--- src/rtl/rsa_pkg.sv ---
// Shared definitions for the RSA modular-exponentiation engine.
package rsa_pkg;

  localparam int RSA_WIDTH = 8;

  typedef enum logic [2:0] {
    ST_IDLE   = 3'd0,
    ST_REDUCE = 3'd1,
    ST_MUL_R  = 3'd2,
    ST_MUL_B  = 3'd3,
    ST_NEXT   = 3'd4,
    ST_DONE   = 3'd5
  } rsa_exp_state_t;

endpackage

--- src/rtl/rsa_modmul.sv ---
// Interleaved MSB-first modular multiplier: p = a*b mod m, one multiplier bit per cycle.
// Needs a < m on entry; done is combinational in the last iteration so the caller can latch p that same edge.
module rsa_modmul #(
  parameter int WIDTH = 8
) (
  input  logic             clk,
  input  logic             rstb,
  input  logic             ena,
  input  logic             hold,
  input  logic             start,
  input  logic [WIDTH-1:0] a,
  input  logic [WIDTH-1:0] b,
  input  logic [WIDTH-1:0] m,
  output logic             busy,
  output logic             done,
  output logic [WIDTH-1:0] p
);

  localparam int CW = $clog2(WIDTH + 1);

  logic [WIDTH+1:0] acc;
  logic [WIDTH-1:0] a_r;
  logic [WIDTH-1:0] b_r;
  logic [WIDTH-1:0] m_r;
  logic [CW-1:0]    cnt;
  logic [WIDTH+1:0] m_ext;
  logic [WIDTH+1:0] sum;
  logic [WIDTH+1:0] red1;
  logic [WIDTH+1:0] red2;

  // acc < m always, so 2*acc + a stays below 3m and two subtractions suffice
  always_comb begin
    m_ext = {2'b00, m_r};
    sum   = {acc[WIDTH:0], 1'b0} + (b_r[WIDTH-1] ? {2'b00, a_r} : '0);
    red1  = (sum  >= m_ext) ? sum  - m_ext : sum;
    red2  = (red1 >= m_ext) ? red1 - m_ext : red1;
  end

  assign p    = red2[WIDTH-1:0];
  assign busy = (cnt != '0);
  assign done = busy && (cnt == CW'(1)) && !hold;

  always_ff @(posedge clk or negedge rstb) begin
    if (!rstb) begin
      acc <= '0;
      a_r <= '0;
      b_r <= '0;
      m_r <= '0;
      cnt <= '0;
    end else if (ena && !hold) begin
      if (start) begin
        acc <= '0;
        a_r <= a;
        b_r <= b;
        m_r <= m;
        cnt <= CW'(WIDTH);
      end else if (busy) begin
        acc <= red2;
        b_r <= {b_r[WIDTH-2:0], 1'b0};
        cnt <= cnt - CW'(1);
      end
    end
  end

endmodule

--- src/rtl/rsa_exp_unit.sv ---
// Right-to-left square-and-multiply engine computing C = P^E mod M over one shared modmul.
//   state  | meaning
//   IDLE   | wait for en_rsa, capture P/E/M, R = 1 mod M
//   REDUCE | B = 1*P mod M
//   MUL_R  | R = R*B mod M (current exponent bit set)
//   MUL_B  | B = B*B mod M, then advance bit index (NEXT folded in)
//   NEXT   | never occupied; bit advance is decided in the last MUL_B cycle
//   DONE   | C = R, eoc held until rst_rsa=0
module rsa_exp_unit
  import rsa_pkg::*;
#(
  parameter int WIDTH = RSA_WIDTH
) (
  input  logic             clk,
  input  logic             rstb,
  input  logic             ena,
  input  logic             en_rsa,
  input  logic             rst_rsa,
  input  logic [WIDTH-1:0] plain_text,
  input  logic [WIDTH-1:0] exp_e,
  input  logic [WIDTH-1:0] modulus_m,
  output logic [WIDTH-1:0] encrypted_text,
  output logic             eoc_rsa_unit
);

  localparam int KW = (WIDTH > 1) ? $clog2(WIDTH) : 1;

  rsa_exp_state_t   state;
  logic [WIDTH-1:0] p_reg, e_reg, m_reg, r_reg, b_reg;
  logic [KW-1:0]    k, k_inc;
  logic             op_run, is_op, mm_start, mm_busy, mm_done, op_done;
  logic [WIDTH-1:0] mm_a, mm_b, mm_p;

  assign k_inc    = k + KW'(1);
  assign is_op    = (state == ST_REDUCE) || (state == ST_MUL_R) || (state == ST_MUL_B);
  assign mm_start = ena && rst_rsa && en_rsa && is_op && !op_run && (m_reg != '0);
  assign op_done  = op_run && mm_busy && mm_done;

  // REDUCE uses R (= 1 mod M at this point) as multiplicand so a < M holds even when P >= M
  always_comb begin
    mm_a = '0;
    mm_b = '0;
    case (state)
      ST_REDUCE: begin mm_a = r_reg; mm_b = p_reg; end
      ST_MUL_R:  begin mm_a = r_reg; mm_b = b_reg; end
      ST_MUL_B:  begin mm_a = b_reg; mm_b = b_reg; end
      default:   ;
    endcase
  end

  rsa_modmul #(.WIDTH(WIDTH)) u_modmul (
    .clk   (clk),
    .rstb  (rstb),
    .ena   (ena),
    .hold  (!en_rsa),
    .start (mm_start),
    .a     (mm_a),
    .b     (mm_b),
    .m     (m_reg),
    .busy  (mm_busy),
    .done  (mm_done),
    .p     (mm_p)
  );

  always_ff @(posedge clk or negedge rstb) begin
    if (!rstb) begin
      state          <= ST_IDLE;
      p_reg          <= '0;
      e_reg          <= '0;
      m_reg          <= '0;
      r_reg          <= '0;
      b_reg          <= '0;
      k              <= '0;
      op_run         <= 1'b0;
      encrypted_text <= '0;
      eoc_rsa_unit   <= 1'b0;
    end else if (ena) begin
      if (!rst_rsa) begin
        state          <= ST_IDLE;
        op_run         <= 1'b0;
        encrypted_text <= '0;
        eoc_rsa_unit   <= 1'b0;
      end else if (en_rsa) begin
        case (state)
          ST_IDLE: begin
            p_reg <= plain_text;
            e_reg <= exp_e;
            m_reg <= modulus_m;
            k     <= '0;
            r_reg <= (modulus_m == WIDTH'(1)) ? '0 : WIDTH'(1);
            state <= ST_REDUCE;
          end
          ST_REDUCE: begin
            if (m_reg == '0) begin
              encrypted_text <= '0;
              eoc_rsa_unit   <= 1'b1;
              state          <= ST_DONE;
            end else if (!op_run) begin
              op_run <= 1'b1;
            end else if (op_done) begin
              b_reg  <= mm_p;
              op_run <= 1'b0;
              state  <= e_reg[0] ? ST_MUL_R : ST_MUL_B;
            end
          end
          ST_MUL_R: begin
            if (!op_run) begin
              op_run <= 1'b1;
            end else if (op_done) begin
              r_reg  <= mm_p;
              op_run <= 1'b0;
              state  <= ST_MUL_B;
            end
          end
          ST_MUL_B: begin
            if (!op_run) begin
              op_run <= 1'b1;
            end else if (op_done) begin
              b_reg  <= mm_p;
              op_run <= 1'b0;
              if (k == KW'(WIDTH - 1)) begin
                encrypted_text <= r_reg;
                eoc_rsa_unit   <= 1'b1;
                state          <= ST_DONE;
              end else begin
                k     <= k_inc;
                state <= e_reg[k_inc] ? ST_MUL_R : ST_MUL_B;
              end
            end
          end
          ST_DONE: ;
          default: state <= ST_IDLE;
        endcase
      end
    end
  end

endmodule
--- config.mk ---
export PLATFORM = sky130hd
export DESIGN_NAME = rsa_exp_unit
export DESIGN_NICKNAME = d
export VERILOG_FILES = /design/src/rtl/rsa_pkg.sv /design/src/rtl/rsa_modmul.sv /design/src/rtl/rsa_exp_unit.sv
export SDC_FILE = /design/constraint.sdc
export NUM_CORES = 1
export LEC_CHECK = 0
export CORE_UTILIZATION = 45
export CTS_CLUSTER_SIZE = 10
export DETAILED_ROUTE_END_ITERATION = 12
export PLACE_DENSITY = 0.66
export SLEW_MARGIN = 20
export SYNTH_ARGS = -nofsm -noshare
export SYNTH_HDL_FRONTEND = slang
export SYNTH_SLANG_ARGS = --single-unit
--- constraint.sdc ---
create_clock -name clk -period 6.3 [get_ports clk]
set_input_delay 1.26 -clock clk [delete_from_list [all_inputs] [get_ports clk]]
set_output_delay 1.26 -clock clk [all_outputs]
set_load 0.02 [all_outputs]
* Word-level counts from Yosys, hierarchy flattened
Index checks and enable logic that the tools add are counted. W data, S select, Z words.
Cells by class: add/subtract/negate cells 5, reduce and logical (&&, ||, !) cells 32, magnitude comparators 3, eq/ne operators 26, multiplexer cells 58
Operators with widths (count):
- $mux W8 | 14
- $pmux W8 S2 | 5
- $mux W3 | 13
- $mux W9 | 3
- $ge A10 B8 Y1 | 2
- $ne A2 B2 Y1 const B | 8
- $mux W1 | 15
- $ne A3 B3 Y1 const B | 5
- $pmux W3 S5 | 1
- $reduce_and A7 Y1 | 2
- $add A10 B8 Y10 | 1
- $logic_and A1 B1 Y1 | 10
- $mux W10 | 1
- $sub A10 B8 Y10 | 1
- $ne A3 B2 Y1 const B | 3
- $reduce_and A9 Y1 | 1
- $sub A9 B8 Y9 | 1
- $eq A8 B1 Y1 const B | 1
- $logic_not A8 Y1 | 1
- $mux W4 | 2
- $ne A4 B3 Y1 const B | 2
- $reduce_and A4 Y1 | 2
- $reduce_bool A2 Y1 | 4
- $reduce_bool A8 Y1 | 1
- 19 further kinds | 25
Storage, ports and cells: word-level logic and storage cells 139, input port bits 29, output and inout bits 9, flip-flop bits (word level) 93

* Depth between registers and ports, before layout
word-level depth 10, mapped depth 25, mapped depth without buffers 24

* Cells and area by module
A second synthesis with hierarchy kept.
Second synthesis, totals: cell total of the unflattened synthesis 567, area, all modules 5630.4 sq um
By module, submodules not included:
- rsa_modmul | cells each 307, area each 2825.2 sq um, seq. area each 925.9 sq um, times used 1
- rsa_exp_unit | cells each 260, area each 2805.2 sq um, seq. area each 1401.3 sq um, times used 1

* Worst setup path after synthesis
Ideal clock, no wire load.
kind register to register, start point register u_modmul.b_r[7], end point register u_modmul.acc[8], data required time 6218 ps, library setup time 82 ps, setup slack 822 ps, path buffers 1, cell stages (with the launch flop) 26, period minus slack after synthesis 5478 ps, data arrival time 5396 ps, cells stage by stage dfrtp_1 and2_1 ha_1 fa_1 a211oi_1 nor2_2 o21a_1 nor2_1 xnor2_1 ha_1 a21oi_1 o21ai_0 nor2_1 nand3_2 mux2_4 ha_1 fa_1 nor2b_1 o21ai_0 a31oi_1 nor2b_1 and2_2 a22o_1 buf_12 or3_1 a31oi_1
On the way: longest elaborated chain between the ends 8, elaborated cells on any way between the ends 10, classes of those cells add/sub: 3; order compare: 2; mux: 5
Ends and longest elaborated chain:
- start, declared | line rsa_modmul.sv:23 | logic [WIDTH-1:0] b_r;
- start signal, assigned | line rsa_modmul.sv:59 | b_r <= {b_r[WIDTH-2:0], 1'b0};
- $mux W8 (*) | line rsa_modmul.sv:34 | sum = {acc[WIDTH:0], 1'b0} + (b_r[WIDTH-1] ? {2'b00, a_r} : '0);
- $add A10 B8 Y10 (*) | line rsa_modmul.sv:34
- $sub A10 B8 Y10 / $ge A10 B8 Y1 (equally long branches) | line rsa_modmul.sv:35 | red1 = (sum >= m_ext) ? sum - m_ext : sum;
- $mux W10 (*) | line rsa_modmul.sv:35
- $sub A9 B8 Y9 / $ge A10 B8 Y1 (equally long branches) | line rsa_modmul.sv:36 | red2 = (red1 >= m_ext) ? red1 - m_ext : red1;
- $mux W9 (*) | line rsa_modmul.sv:36
- $mux W9 (*) | line rsa_modmul.sv:57 | end else if (busy) begin
- $mux W9 (*) | line rsa_modmul.sv:51 | if (start) begin
- end signal, assigned | line rsa_modmul.sv:58 | acc <= red2;
- end, declared | line rsa_modmul.sv:21 | logic [WIDTH+1:0] acc;
Every way passes the cells marked *; elsewhere a longest branch is shown, timed or not. The select of a mux whose other input is x is not followed. A chain may end at the register's enable or synchronous reset.

* Worst setup path after layout
Ends and elaborated chain as after synthesis.

==> impl_metrics.yaml <==
die:
  initial_core_util: 0.470
  rows: 39
  die_area_sq_mm: 0.0126
  boundaryPins: 38
  core_sq_mm: 0.0117
  die_w_microns: 112
  die_h_microns: 112
timing:
  min_period_ns: 5.82
  tightest_slew_ns: 0.925
  rsz0062_at_grt: "no"
  finalHoldViolCount: 0
  finalClockSkew_ns: 0.00947
  fmax_ghz: 0.172
  whs_ns: 0.484
  timing.final.crit_share: 0.923
  timing.slew.headroom: 0.382
  setup_violations: 0
  final_max_slew_viol_count: 0
  finalSetupTns_ns: 0
synth:
  synthDominantCellAreaShare: 0.424
  synth_edf_count: 0
  netlist_instances: 551
  yosysSeqAreaShare: 0.424
  yosys_warnings: 0
  synth-seq-cells: 93
  netlist-cell-type-count: 66
  synth_ff_type: "dfrtp_1"
  yosys.area.top_type: "dfrtp_1"
  synth_area_leaders: "dfrtp_1, ha_1, mux2_2, o21ai_0, nand2_1"
  avgSynthCellArea_sq_um: 9.95
  synth_nets: 610
  syn_area_sq_mm: 0.00548
  ys_async_sr_fraction: 1.00
min_path:
  worstHoldStart: "encrypted_text[4]$_DFFE_PN0P_"
  hold_class: "reg2reg"
clock_tree:
  clock_latency_ns: 0.34
  clk_pin_slew_worst_paths_ns: 0.07
  cts_buffers: 9
  clockRootBuffer: "clkbuf_16"
  clockBufferDepth: 2
  cts.sinks: 93
  cts_tree: "done"
  cts_max_level: 3
  cts_hold_buffers: 0
routing:
  post_drt_via_cell_ratio: 5.78
  first_pass_iters: 4
  drc: 0
  routed_wl_microns: 12600
  drt-initial-drc-count: 184
  ant_nets: 0
  vias: 4199
  wire_per_inst_microns: 17.3
critical_path:
  worst_path_largest_cell_delay_ns: 0.46
  crit_type: "reg2reg"
  end_kind: "register"
  cp_max_fo: 9
  r2r_start: "u_modmul.b_r[7]$_DFFE_PN0P_"
  timing.critical_path.from: "u_modmul.b_r[7]$_DFFE_PN0P_"
  r2r_slack_ns: 0.48
  crit_arrival_ns: 6.07
  required_ns: 6.56
  cp_slowest_cell: "fa_1"
  startpoint_type: "register"
  crit_top_cell: "ha_1"
  crit_path_cell_trace: "and2_1 > ha_1 > fa_1 > a211oi_1 > nor2_2 > o21a_1 > nor2_1 > xnor2_1 > ha_1 > a21oi_1 > o21ai_0 > nor2_2 > nand3_4 > mux2_4 > ha_1 > fa_1 > nor2b_1 > o21ai_0 > a31oi_1 > nor2b_1 > and2_2 > a22o_2 > or3_1 > a31oi_1"
global_route:
  grt_pass1_wl_microns: 21300
  first_global_vias: 4218
  grt_start_max_net_pins: 61
  antenna_found_initial: 0
  grt-ovfl-total: 0
  grtUsageTotal: 0.215
place:
  hpwl_microns: 9530
  portBuffers: 37
  routabilityCongestion: 0.854
cells_and_area:
  syn2layout_area_growth_pct: 14.4
  largest-register: "u_modmul.acc"
  layout_common_cells: "dfrtp_1, nand2_1, o21ai_0"
  drive_above_1_share: 0.139
  final_common_cell: "dfrtp_1"
  diodes: 0
  largest_register_ffs: 9
  nets: 639
outcome:
  outcome: "finished, final reports clean"
flow_run:
  maxCapViolations: 0
[final timing paths]
check,depth (start not counted),endpoint
worst max-delay path,24,u_modmul.acc[8]$_DFFE_PN0P_
worst min-delay path,2,encrypted_text[4]$_DFFE_PN0P_
worst max register to register,24,u_modmul.acc[8]$_DFFE_PN0P_
worst min register to register,2,encrypted_text[4]$_DFFE_PN0P_
max in group asynchronous,2,u_modmul.acc[5]$_DFFE_PN0P_
min in group asynchronous,1,e_reg[6]$_DFFE_PN0P_
[critical path: cells and delay by family, from the launching register on]
kind / cells / cell delay, ns
fa+ha+maj: 5 / 1.64
simple gates: 9 / 1.60
compound gates: 8 / 1.53
flops: 1 / 0.45
mux: 1 / 0.37
xor+xnor: 1 / 0.15
[per-stage QoR]
step | worst slack, ns | instances | utilization | area, sq um
floorplan | 0.822 | 551 | - | 5480
global placement | 0.470 | 712 | 0.511 | 5960
detailed placement | 0.359 | 712 | 0.511 | 5960
CTS | 0.327 | 727 | 0.537 | 6260
global route | 0.00279 | 727 | 0.538 | 6270
finish | 0.483 | 727 | 0.538 | 6270
[Yosys cell counts, types with 7 or more instances]
cell type / n
a21oi_1: 29
a221oi_1: 8
a22oi_1: 8
and2_1: 8
clkbuf_1: 17
dfrtp_1: 93
ha_1: 27
inv_1: 19
mux2_2: 30
mux2i_1: 15
nand2_1: 58
nand2b_1: 7
nor2_1: 41
nor2b_1: 9
o21ai_0: 53
or3_1: 8
xnor2_1: 12
xor2_1: 9
[cell families (layout without fill, tap and decap cells)]
logic type / Yosys count / after routing / synth area share
flip-flops: 93 / 93 / 0.424
AO/OA/AOI/OAI: 147 / 147 / 0.176
buffers and inverters: 42 / 75 / 0.0317
XOR/XNOR: 21 / 21 / 0.0335
adder cells (fa/ha/maj): 30 / 30 / 0.0726
multiplexers: 52 / 52 / 0.112
AND/OR/NAND/NOR: 166 / 166 / 0.149
[per-layer routing]
| layer | routed length [microns] | track usage |
|---|---|---|
| met3 | 576 | 0.0346 |
| met2 | 6080 | 0.347 |
| met4 | 279 | 0.0844 |
| met1 | 5660 | 0.290 |
| met5 | 0 | 0 |
[final cells by class]
cell class	instances	area (sq um)
sequential	93	2330
fill	1016	5390
clock buffer	11	243
tap	143	179
multi-input combinational	416	3000
timing repair buffer	41	398
clock inverter	4	55.1
inverter	19	71.3
[timing repair]
action                     4_1_cts  5_1_grt
resized for setup                0        3
buffers inserted                 0        0
setup endpoints to repair        0       25
Power is left out: the tool's default activity adds up to more than one toggle a clock period on the data nets, which glitch-free logic cannot reach.
